`config.mk`:
```
export PLATFORM = sky130hd
export DESIGN_NAME = rf_ram_ctrl
export DESIGN_NICKNAME = d
export VERILOG_FILES = /design/src/rtl/rf_ram_pkg.sv /design/src/rtl/rf_ram_ctrl.sv
export SDC_FILE = /design/constraint.sdc
export NUM_CORES = 1
export LEC_CHECK = 0
export CAP_MARGIN = 30
export CORE_MARGIN = 5
export CORE_UTILIZATION = 48
export CTS_BUF_LIST = sky130_fd_sc_hd__clkbuf_4 sky130_fd_sc_hd__clkbuf_8
export DETAILED_ROUTE_END_ITERATION = 7
export PLACE_DENSITY_LB_ADDON = 0.2
export REMOVE_ABC_BUFFERS = 1
export SYNTH_ARGS = -nofsm -noshare
export SYNTH_HDL_FRONTEND = slang
export SYNTH_SLANG_ARGS = --single-unit
export TNS_END_PERCENT = 50
```
`constraint.sdc`:
```
create_clock -name clk -period 2.9 [get_ports clk]
set_input_delay 0.58 -clock clk [delete_from_list [all_inputs] [get_ports clk]]
set_output_delay 0.58 -clock clk [all_outputs]
set_load 0.05 [all_outputs]
```
`src/rtl/rf_ram_pkg.sv`:
```
// -----------------------------------------------------------------------------
// rf_ram_pkg
// Shared definitions for the 32x8 register-file RAM front end: bus widths,
// default phase lengths of the strobe sequence, and the controller FSM state
// type. Imported by the controller, the RAM model and the testbench.
// -----------------------------------------------------------------------------
package rf_ram_pkg;

    localparam int ADDR_W = 5;
    localparam int DATA_W = 8;

    // Default lengths, in clk cycles, of the three bus phases.
    localparam int DEF_SETUP_CYC  = 1;
    localparam int DEF_STROBE_CYC = 2;
    localparam int DEF_HOLD_CYC   = 1;

    typedef enum logic [1:0] {
        ST_IDLE,
        ST_SETUP,
        ST_STROBE,
        ST_HOLD
    } rf_ram_state_t;

    function automatic int max3(input int a, input int b, input int c);
        int m;
        m = (a > b) ? a : b;
        return (m > c) ? m : c;
    endfunction

endpackage

```
`src/rtl/rf_ram_ctrl.sv`:
```
// -----------------------------------------------------------------------------
// rf_ram_ctrl
// Converts a valid/ready request into a setup / strobe / hold sequence on the
// pins of an asynchronous RAM with active-low CS/OE/WS, and returns a one-cycle
// response pulse (with read data for reads) once the sequence is complete.
//
// Ports
//   clk, rst          clock, asynchronous active-high reset
//   req_valid/ready   request handshake; ready is high only while idle
//   req_we            1 = write, 0 = read
//   req_addr/wdata    target location and write data
//   rsp_valid         one-cycle completion pulse
//   rsp_we            direction of the completed transaction
//   rsp_rdata         last read data, held until the next read completes
//   ram_addr          RAM address pins
//   ram_cs_n/oe_n/ws_n RAM strobes, active low
//   ram_data_out/oe   value and tri-state enable for the shared data bus
//   ram_data_in       sampled RAM data bus
// -----------------------------------------------------------------------------
module rf_ram_ctrl
    import rf_ram_pkg::rf_ram_state_t, rf_ram_pkg::max3,
           rf_ram_pkg::ST_IDLE, rf_ram_pkg::ST_SETUP,
           rf_ram_pkg::ST_STROBE, rf_ram_pkg::ST_HOLD;
#(
    parameter int ADDR_W     = rf_ram_pkg::ADDR_W,
    parameter int DATA_W     = rf_ram_pkg::DATA_W,
    parameter int SETUP_CYC  = rf_ram_pkg::DEF_SETUP_CYC,
    parameter int STROBE_CYC = rf_ram_pkg::DEF_STROBE_CYC,
    parameter int HOLD_CYC   = rf_ram_pkg::DEF_HOLD_CYC
) (
    input  logic              clk,
    input  logic              rst,
    input  logic              req_valid,
    output logic              req_ready,
    input  logic              req_we,
    input  logic [ADDR_W-1:0] req_addr,
    input  logic [DATA_W-1:0] req_wdata,
    output logic              rsp_valid,
    output logic              rsp_we,
    output logic [DATA_W-1:0] rsp_rdata,
    output logic [ADDR_W-1:0] ram_addr,
    output logic              ram_cs_n,
    output logic              ram_oe_n,
    output logic              ram_ws_n,
    output logic [DATA_W-1:0] ram_data_out,
    output logic              ram_data_oe,
    input  logic [DATA_W-1:0] ram_data_in
);

    // One counter serves all phases, so it is sized for the longest one.
    localparam int CNT_MAX = max3(SETUP_CYC, STROBE_CYC, HOLD_CYC);
    localparam int CNT_W   = (CNT_MAX > 1) ? $clog2(CNT_MAX) : 1;

    localparam logic [CNT_W-1:0] SETUP_LAST  = CNT_W'(SETUP_CYC - 1);
    localparam logic [CNT_W-1:0] STROBE_LAST = CNT_W'(STROBE_CYC - 1);
    localparam logic [CNT_W-1:0] HOLD_LAST   = CNT_W'(HOLD_CYC - 1);

    rf_ram_state_t     r_state;
    logic [CNT_W-1:0]  r_cnt;
    logic              r_we;
    logic [ADDR_W-1:0] r_addr;
    logic [DATA_W-1:0] r_wdata;
    logic              r_cs_n;
    logic              r_oe_n;
    logic              r_ws_n;
    logic              r_data_oe;
    logic              r_rsp_valid;
    logic              r_rsp_we;
    logic [DATA_W-1:0] r_rsp_rdata;

    // Every pin value is set on the edge that enters the phase it belongs to,
    // so all RAM-side outputs come straight from flops.
    always_ff @(posedge clk or posedge rst) begin
        if (rst) begin
            // Strobes are forced high asynchronously so the RAM bus is
            // released without waiting for a clock edge.
            r_state     <= ST_IDLE;
            r_cnt       <= '0;
            r_we        <= 1'b0;
            r_addr      <= '0;
            r_wdata     <= '0;
            r_cs_n      <= 1'b1;
            r_oe_n      <= 1'b1;
            r_ws_n      <= 1'b1;
            r_data_oe   <= 1'b0;
            r_rsp_valid <= 1'b0;
            r_rsp_we    <= 1'b0;
            r_rsp_rdata <= '0;
        end else begin
            // NOTE: non-blocking assignments throughout, so every flop in this
            // block samples pre-edge values regardless of statement order.
            r_rsp_valid <= 1'b0;
            case (r_state)
                ST_IDLE: begin
                    // req_ready is high in this state, so valid alone accepts.
                    if (req_valid) begin
                        r_state   <= ST_SETUP;
                        r_cnt     <= '0;
                        r_we      <= req_we;
                        r_addr    <= req_addr;
                        r_wdata   <= req_wdata;
                        r_cs_n    <= 1'b0;
                        r_data_oe <= req_we;
                    end
                end
                ST_SETUP: begin
                    if (r_cnt == SETUP_LAST) begin
                        r_state <= ST_STROBE;
                        r_cnt   <= '0;
                        if (r_we) begin
                            r_ws_n <= 1'b0;
                        end else begin
                            r_oe_n <= 1'b0;
                        end
                    end else begin
                        r_cnt <= r_cnt + CNT_W'(1);
                    end
                end
                ST_STROBE: begin
                    if (r_cnt == STROBE_LAST) begin
                        r_state <= ST_HOLD;
                        r_cnt   <= '0;
                        r_ws_n  <= 1'b1;
                        r_oe_n  <= 1'b1;
                        // Sample while OE is still low in this last cycle.
                        if (!r_we) begin
                            r_rsp_rdata <= ram_data_in;
                        end
                    end else begin
                        r_cnt <= r_cnt + CNT_W'(1);
                    end
                end
                ST_HOLD: begin
                    if (r_cnt == HOLD_LAST) begin
                        r_state     <= ST_IDLE;
                        r_cnt       <= '0;
                        r_cs_n      <= 1'b1;
                        r_data_oe   <= 1'b0;
                        r_rsp_valid <= 1'b1;
                        r_rsp_we    <= r_we;
                    end else begin
                        r_cnt <= r_cnt + CNT_W'(1);
                    end
                end
                default: r_state <= ST_IDLE;
            endcase
        end
    end

    assign req_ready    = (r_state == ST_IDLE);
    assign rsp_valid    = r_rsp_valid;
    assign rsp_we       = r_rsp_we;
    assign rsp_rdata    = r_rsp_rdata;
    assign ram_addr     = r_addr;
    assign ram_cs_n     = r_cs_n;
    assign ram_oe_n     = r_oe_n;
    assign ram_ws_n     = r_ws_n;
    assign ram_data_out = r_wdata;
    assign ram_data_oe  = r_data_oe;

endmodule

```
### Word-level counts from Yosys, hierarchy flattened

Index checks and enable logic that the tools add are counted.

| cells by class | value |
|---|---|
| $add $sub $neg | 1 |
| equality and inequality tests | 9 |
| muxes and demuxes | 23 |
| bitwise logic cells | 2 |
| reduce and logical (&&, ||, !) cells | 11 |

Operator list:

| kind | count |
|---|---|
| $mux 1 | 13 |
| $ne 2x2->1 const B | 6 |
| $reduce_and 4->1 | 3 |
| $mux 2 | 4 |
| $pmux 1 s2 | 4 |
| $pmux 2 s4 | 1 |
| $reduce_and 3->1 | 2 |
| $eq 2x2->1 const B | 2 |
| $reduce_and 2->1 | 2 |
| $reduce_bool 2->1 | 2 |
| $pmux 1 s3 | 1 |
| $eq 2x1->1 const B | 1 |
| $logic_not 2->1 | 1 |
| $not 1->1 | 2 |
| $reduce_or 2->1 | 1 |
| $add 1x1->1 const B | 1 |

| storage, ports and cells | value |
|---|---|
| register bits after elaboration | 31 |
| bits of input ports | 25 |
| word-level logic and storage cells | 58 |

### Depth between registers and ports, before layout

| depth | value |
|---|---|
| depth in word-level cells | 3 |
| mapped depth | 6 |
| gate-level depth less buffers | 5 |

### Worst setup path after synthesis

No wires, ideal clock.

| timing | value |
|---|---|
| kind | reg2reg |
| start point | reg r_state[0] |
| end point | reg r_addr[1] (netlist: ram_addr[1]) |
| library setup time | 125 ps |
| data arrival time | 1859 ps |
| data required time | 2775 ps |
| slack | 916 ps |
| cell stages (with the launch flop) | 6 |
| path buffers | 1 |
| clock period less this slack | 1984 ps |
| path through | dfrtp_1 > inv_1 > ha_1 > nand2_1 > buf_2 > mux2_2 |

| on the way | value |
|---|---|
| cells in the longest elaborated chain, start to end | 2 |

Ends and longest elaborated chain:

| element | RTL line | RTL |
|---|---|---|
| from (decl) | rf_ram_ctrl.sv:58 | `rf_ram_state_t r_state;` |
| from (signal assigned) | rf_ram_ctrl.sv:77 | `r_state <= ST_IDLE;` |
| from (signal assigned) | rf_ram_ctrl.sv:97 | `r_state <= ST_SETUP;` |
| from (signal assigned) | rf_ram_ctrl.sv:108 | `r_state <= ST_STROBE;` |
| $logic_not 2->1 | n/a |  |
| net req_ready | rf_ram_ctrl.sv:34 | `output logic req_ready,` |
| $reduce_and 2->1 (no source line) | n/a |  |
| to (signal assigned) | rf_ram_ctrl.sv:100 | `r_addr <= req_addr;` |
| to (decl) | rf_ram_ctrl.sv:61 | `logic [ADDR_W-1:0] r_addr;` |

The timed path passes the listed nets, and every way through them passes these cells.
A chain may end at the register's enable or synchronous reset.

### Worst setup path after layout

| timing | value |
|---|---|
| start point | reg r_state[0] |
| end point | out req_ready |

| on the way | value |
|---|---|
| cells in the longest elaborated chain, start to end | 1 |

Ends and longest elaborated chain:

| element | RTL line | RTL |
|---|---|---|
| $logic_not 2->1 | rf_ram_ctrl.sv:150 | `assign req_ready = (r_state == ST_IDLE);` |
| to (decl) | rf_ram_ctrl.sv:34 |  |

No other way between the ends.

==> results.sh <==
export IMPL_run_status="complete, no violations"
export IMPL_cts_setup_buffers=0
export IMPL_crit_buf_inv=2
export IMPL_placed_cell_area_um2=1940
export IMPL_num_vias=964
export IMPL_final_cell_mix="clkdlybuf4s50_1 (52), dfrtp_1 (28), mux2_2 (16), mux2_4 (8), ha_1 (8)"
export IMPL_die_w_um=63.7
export IMPL_drv_slew=0
export IMPL_wl_mm=3.01
export IMPL_n_antenna_cell=0
export IMPL_syn_to_final_growth_pct=46.0
export IMPL_crit_arrival_ns=2.06
export IMPL_core_area_um2=2760
export IMPL_tns_ns=0
export IMPL_whs_ns=0.510
export IMPL_netlist_area_um2=1390
export IMPL_clockBufferDepth=2
export IMPL_relSlewSlack_pct=59.4
export IMPL_whs_path_depth=1
export IMPL_dp_hpwl_mm=2.28
export IMPL_cts_hold_buf=0
export IMPL_yosysSeqAreaShare_pct=56.3
export IMPL_drv_cap=0
export IMPL_final_util_pct=73.3
export IMPL_fmax_mhz=379
export IMPL_yosys_warnings=0
export IMPL_wire_per_inst_um=15.8
export IMPL_crit_path_cell_trace="inv_1 > ha_1 > clkdlybuf4s50_1"
export IMPL_die_h_um=63.7
export IMPL_nets=191
export IMPL_crit_type="reg2out"
export IMPL_antenna_left=0
export IMPL_required_ns=2.32
export IMPL_grt_overflow_total=0
export IMPL_fin_area_um2=2020
export IMPL_yosys_cell_types_count=23
export IMPL_setup_violations=0
export IMPL_crit_family="buffers and inverters"
export IMPL_antenna_found_initial=0
export IMPL_vias_per_cell=5.07
export IMPL_synth_seq_cells=31
export IMPL_final_common_cell="clkdlybuf4s50_1"
export IMPL_numClockSinks=31
export IMPL_hold_path_class="reg2reg"
export IMPL_cts_tree="done"
export IMPL_finalHoldViolations=0
export IMPL_pin_count=53
export IMPL_grt_pass1_vias=1039
export IMPL_startpoint_type="flip-flop"
export IMPL_path_depth=3
export IMPL_gp_congestion=0.779
export IMPL_slowest_stage="clkdlybuf4s50_1"
export IMPL_drt_iter0_drc=31
export IMPL_track_usage_pct=16.3
export IMPL_ctsHtreeMaxLevel=2
export IMPL_die_area_um2=4060
export IMPL_dr_pass1_iters=4
export IMPL_fin_worst_skew_ns=0.0135
export IMPL_synth_top_family_by_area="multiplexers"
export IMPL_synth_simple_area_share_pct=5.60
export IMPL_critPathMaxFanout=6
export IMPL_muxShareOfSynthArea_pct=23.1
export IMPL_synth_edf_count=0
export IMPL_worst_pin_slew_ns=0.608
export IMPL_cts_inserted_buffers=5
export IMPL_synth_xor_area_share_pct=0
export IMPL_synth_area_per_cell_um2=13.9
export IMPL_max_stage_delay_ns=0.84
export IMPL_ys_async_sr_fraction_pct=100
export IMPL_syn_inst=100
export IMPL_insertion_delay_ns=0.33
export IMPL_grt_max_degree=32
export IMPL_end_kind="output pin"
export IMPL_io_buffers=52
export IMPL_drc=0
export IMPL_rr_worst_depth=5
export IMPL_synth_fa_ha_area_share_pct=7.23
export IMPL_final_layout_size_suffix_gt1_share_pct=23.9
export IMPL_rsz0062_at_grt="no"
export IMPL_cts_root_buffer="clkbuf_4"
export IMPL_period_minus_slack_ns=2.64
export IMPL_row_count=19
export IMPL_grt_pass1_wl_mm=5.01
export IMPL_synth_compound_area_share_pct=4.70
export IMPL_cts_resized=0
export IMPL_synth_main_ff_cell="dfrtp_1"
export IMPL_initial_utilization_pct=50.2
export IMPL_path_clk_slew_ns=0.09
export IMPL_timing_final_crit_share_pct=90.9
[per-layer routing]
metal / global-route usage (%) / wire length [um] / part of all wire [%]
met1: 17.5 / 1190 / 40
met2: 26.0 / 1480 / 49
met3: 10.1 / 321 / 11
met4: 6.23 / 19 / 0.63
met5: 0 / 0 / 0
[synthesized netlist by cell type (2+ instances only)]
master | number | share of area, %
dfrtp_1 | 28 | 51
mux2_2 | 16 | 13
ha_1 | 8 | 7.2
mux2_4 | 8 | 8.7
inv_1 | 6 | 1.6
a21oi_1 | 5 | 1.8
nand2_1 | 4 | 1.1
nand2b_1 | 4 | 1.8
dfstp_2 | 3 | 5.7
mux2i_1 | 2 | 1.4
nand3_1 | 2 | 0.72
nor2_1 | 2 | 0.54
o21ai_0 | 2 | 0.72
[kinds of logic (layout without fill, tap and decap cells)]
group / Yosys count / count (layout)
flops: 31 / 31
mux: 26 / 26
simple gates: 15 / 15
compound gates: 11 / 11
buf+inv: 9 / 68
fa+ha+maj: 8 / 8
[worst paths after layout]
path / from / endpoint / slack (ns)
max: r_state[0] / req_ready / 0.26
min: rsp_we / rsp_we / 0.51
max reg2reg: r_state[0] / rsp_rdata[4] / 0.93
min reg2reg: rsp_we / rsp_we / 0.51
max in group asynchronous: rst / ram_cs_n / 1.95
min in group asynchronous: rst / rsp_rdata[1] / 0.62
[sequential cells by signal, summed over array words and instances, names as in the netlist]
name / count
ram_data_out: 8
rsp_we: 1
ram_data_oe: 1
ram_cs_n: 1
rsp_valid: 1
r_state: 2
rsp_rdata: 8
ram_addr: 5
ram_ws_n: 1
ram_oe_n: 1
r_cnt: 1
r_we: 1
[stage by stage]
stage / setup slack [ns] / std cells
after global placement: 0.685 / 182
after detailed placement: 0.619 / 182
after CTS: 0.244 / 190
after floorplan: 0.878 / 98
final: 0.264 / 190
after global routing: 0.152 / 190
[layout make-up]
type / count / area (um2)
fill: 192 / 736
inverter: 7 / 26.3
multi-input combinational: 60 / 563
sequential: 31 / 779
tap: 31 / 38.8
clock inverter: 2 / 35.0
timing repair buffer: 53 / 528
clock buffer: 6 / 51.3
Power is left out: the tool's default activity adds up to more than one toggle a clock period on the data nets, which glitch-free logic cannot reach.
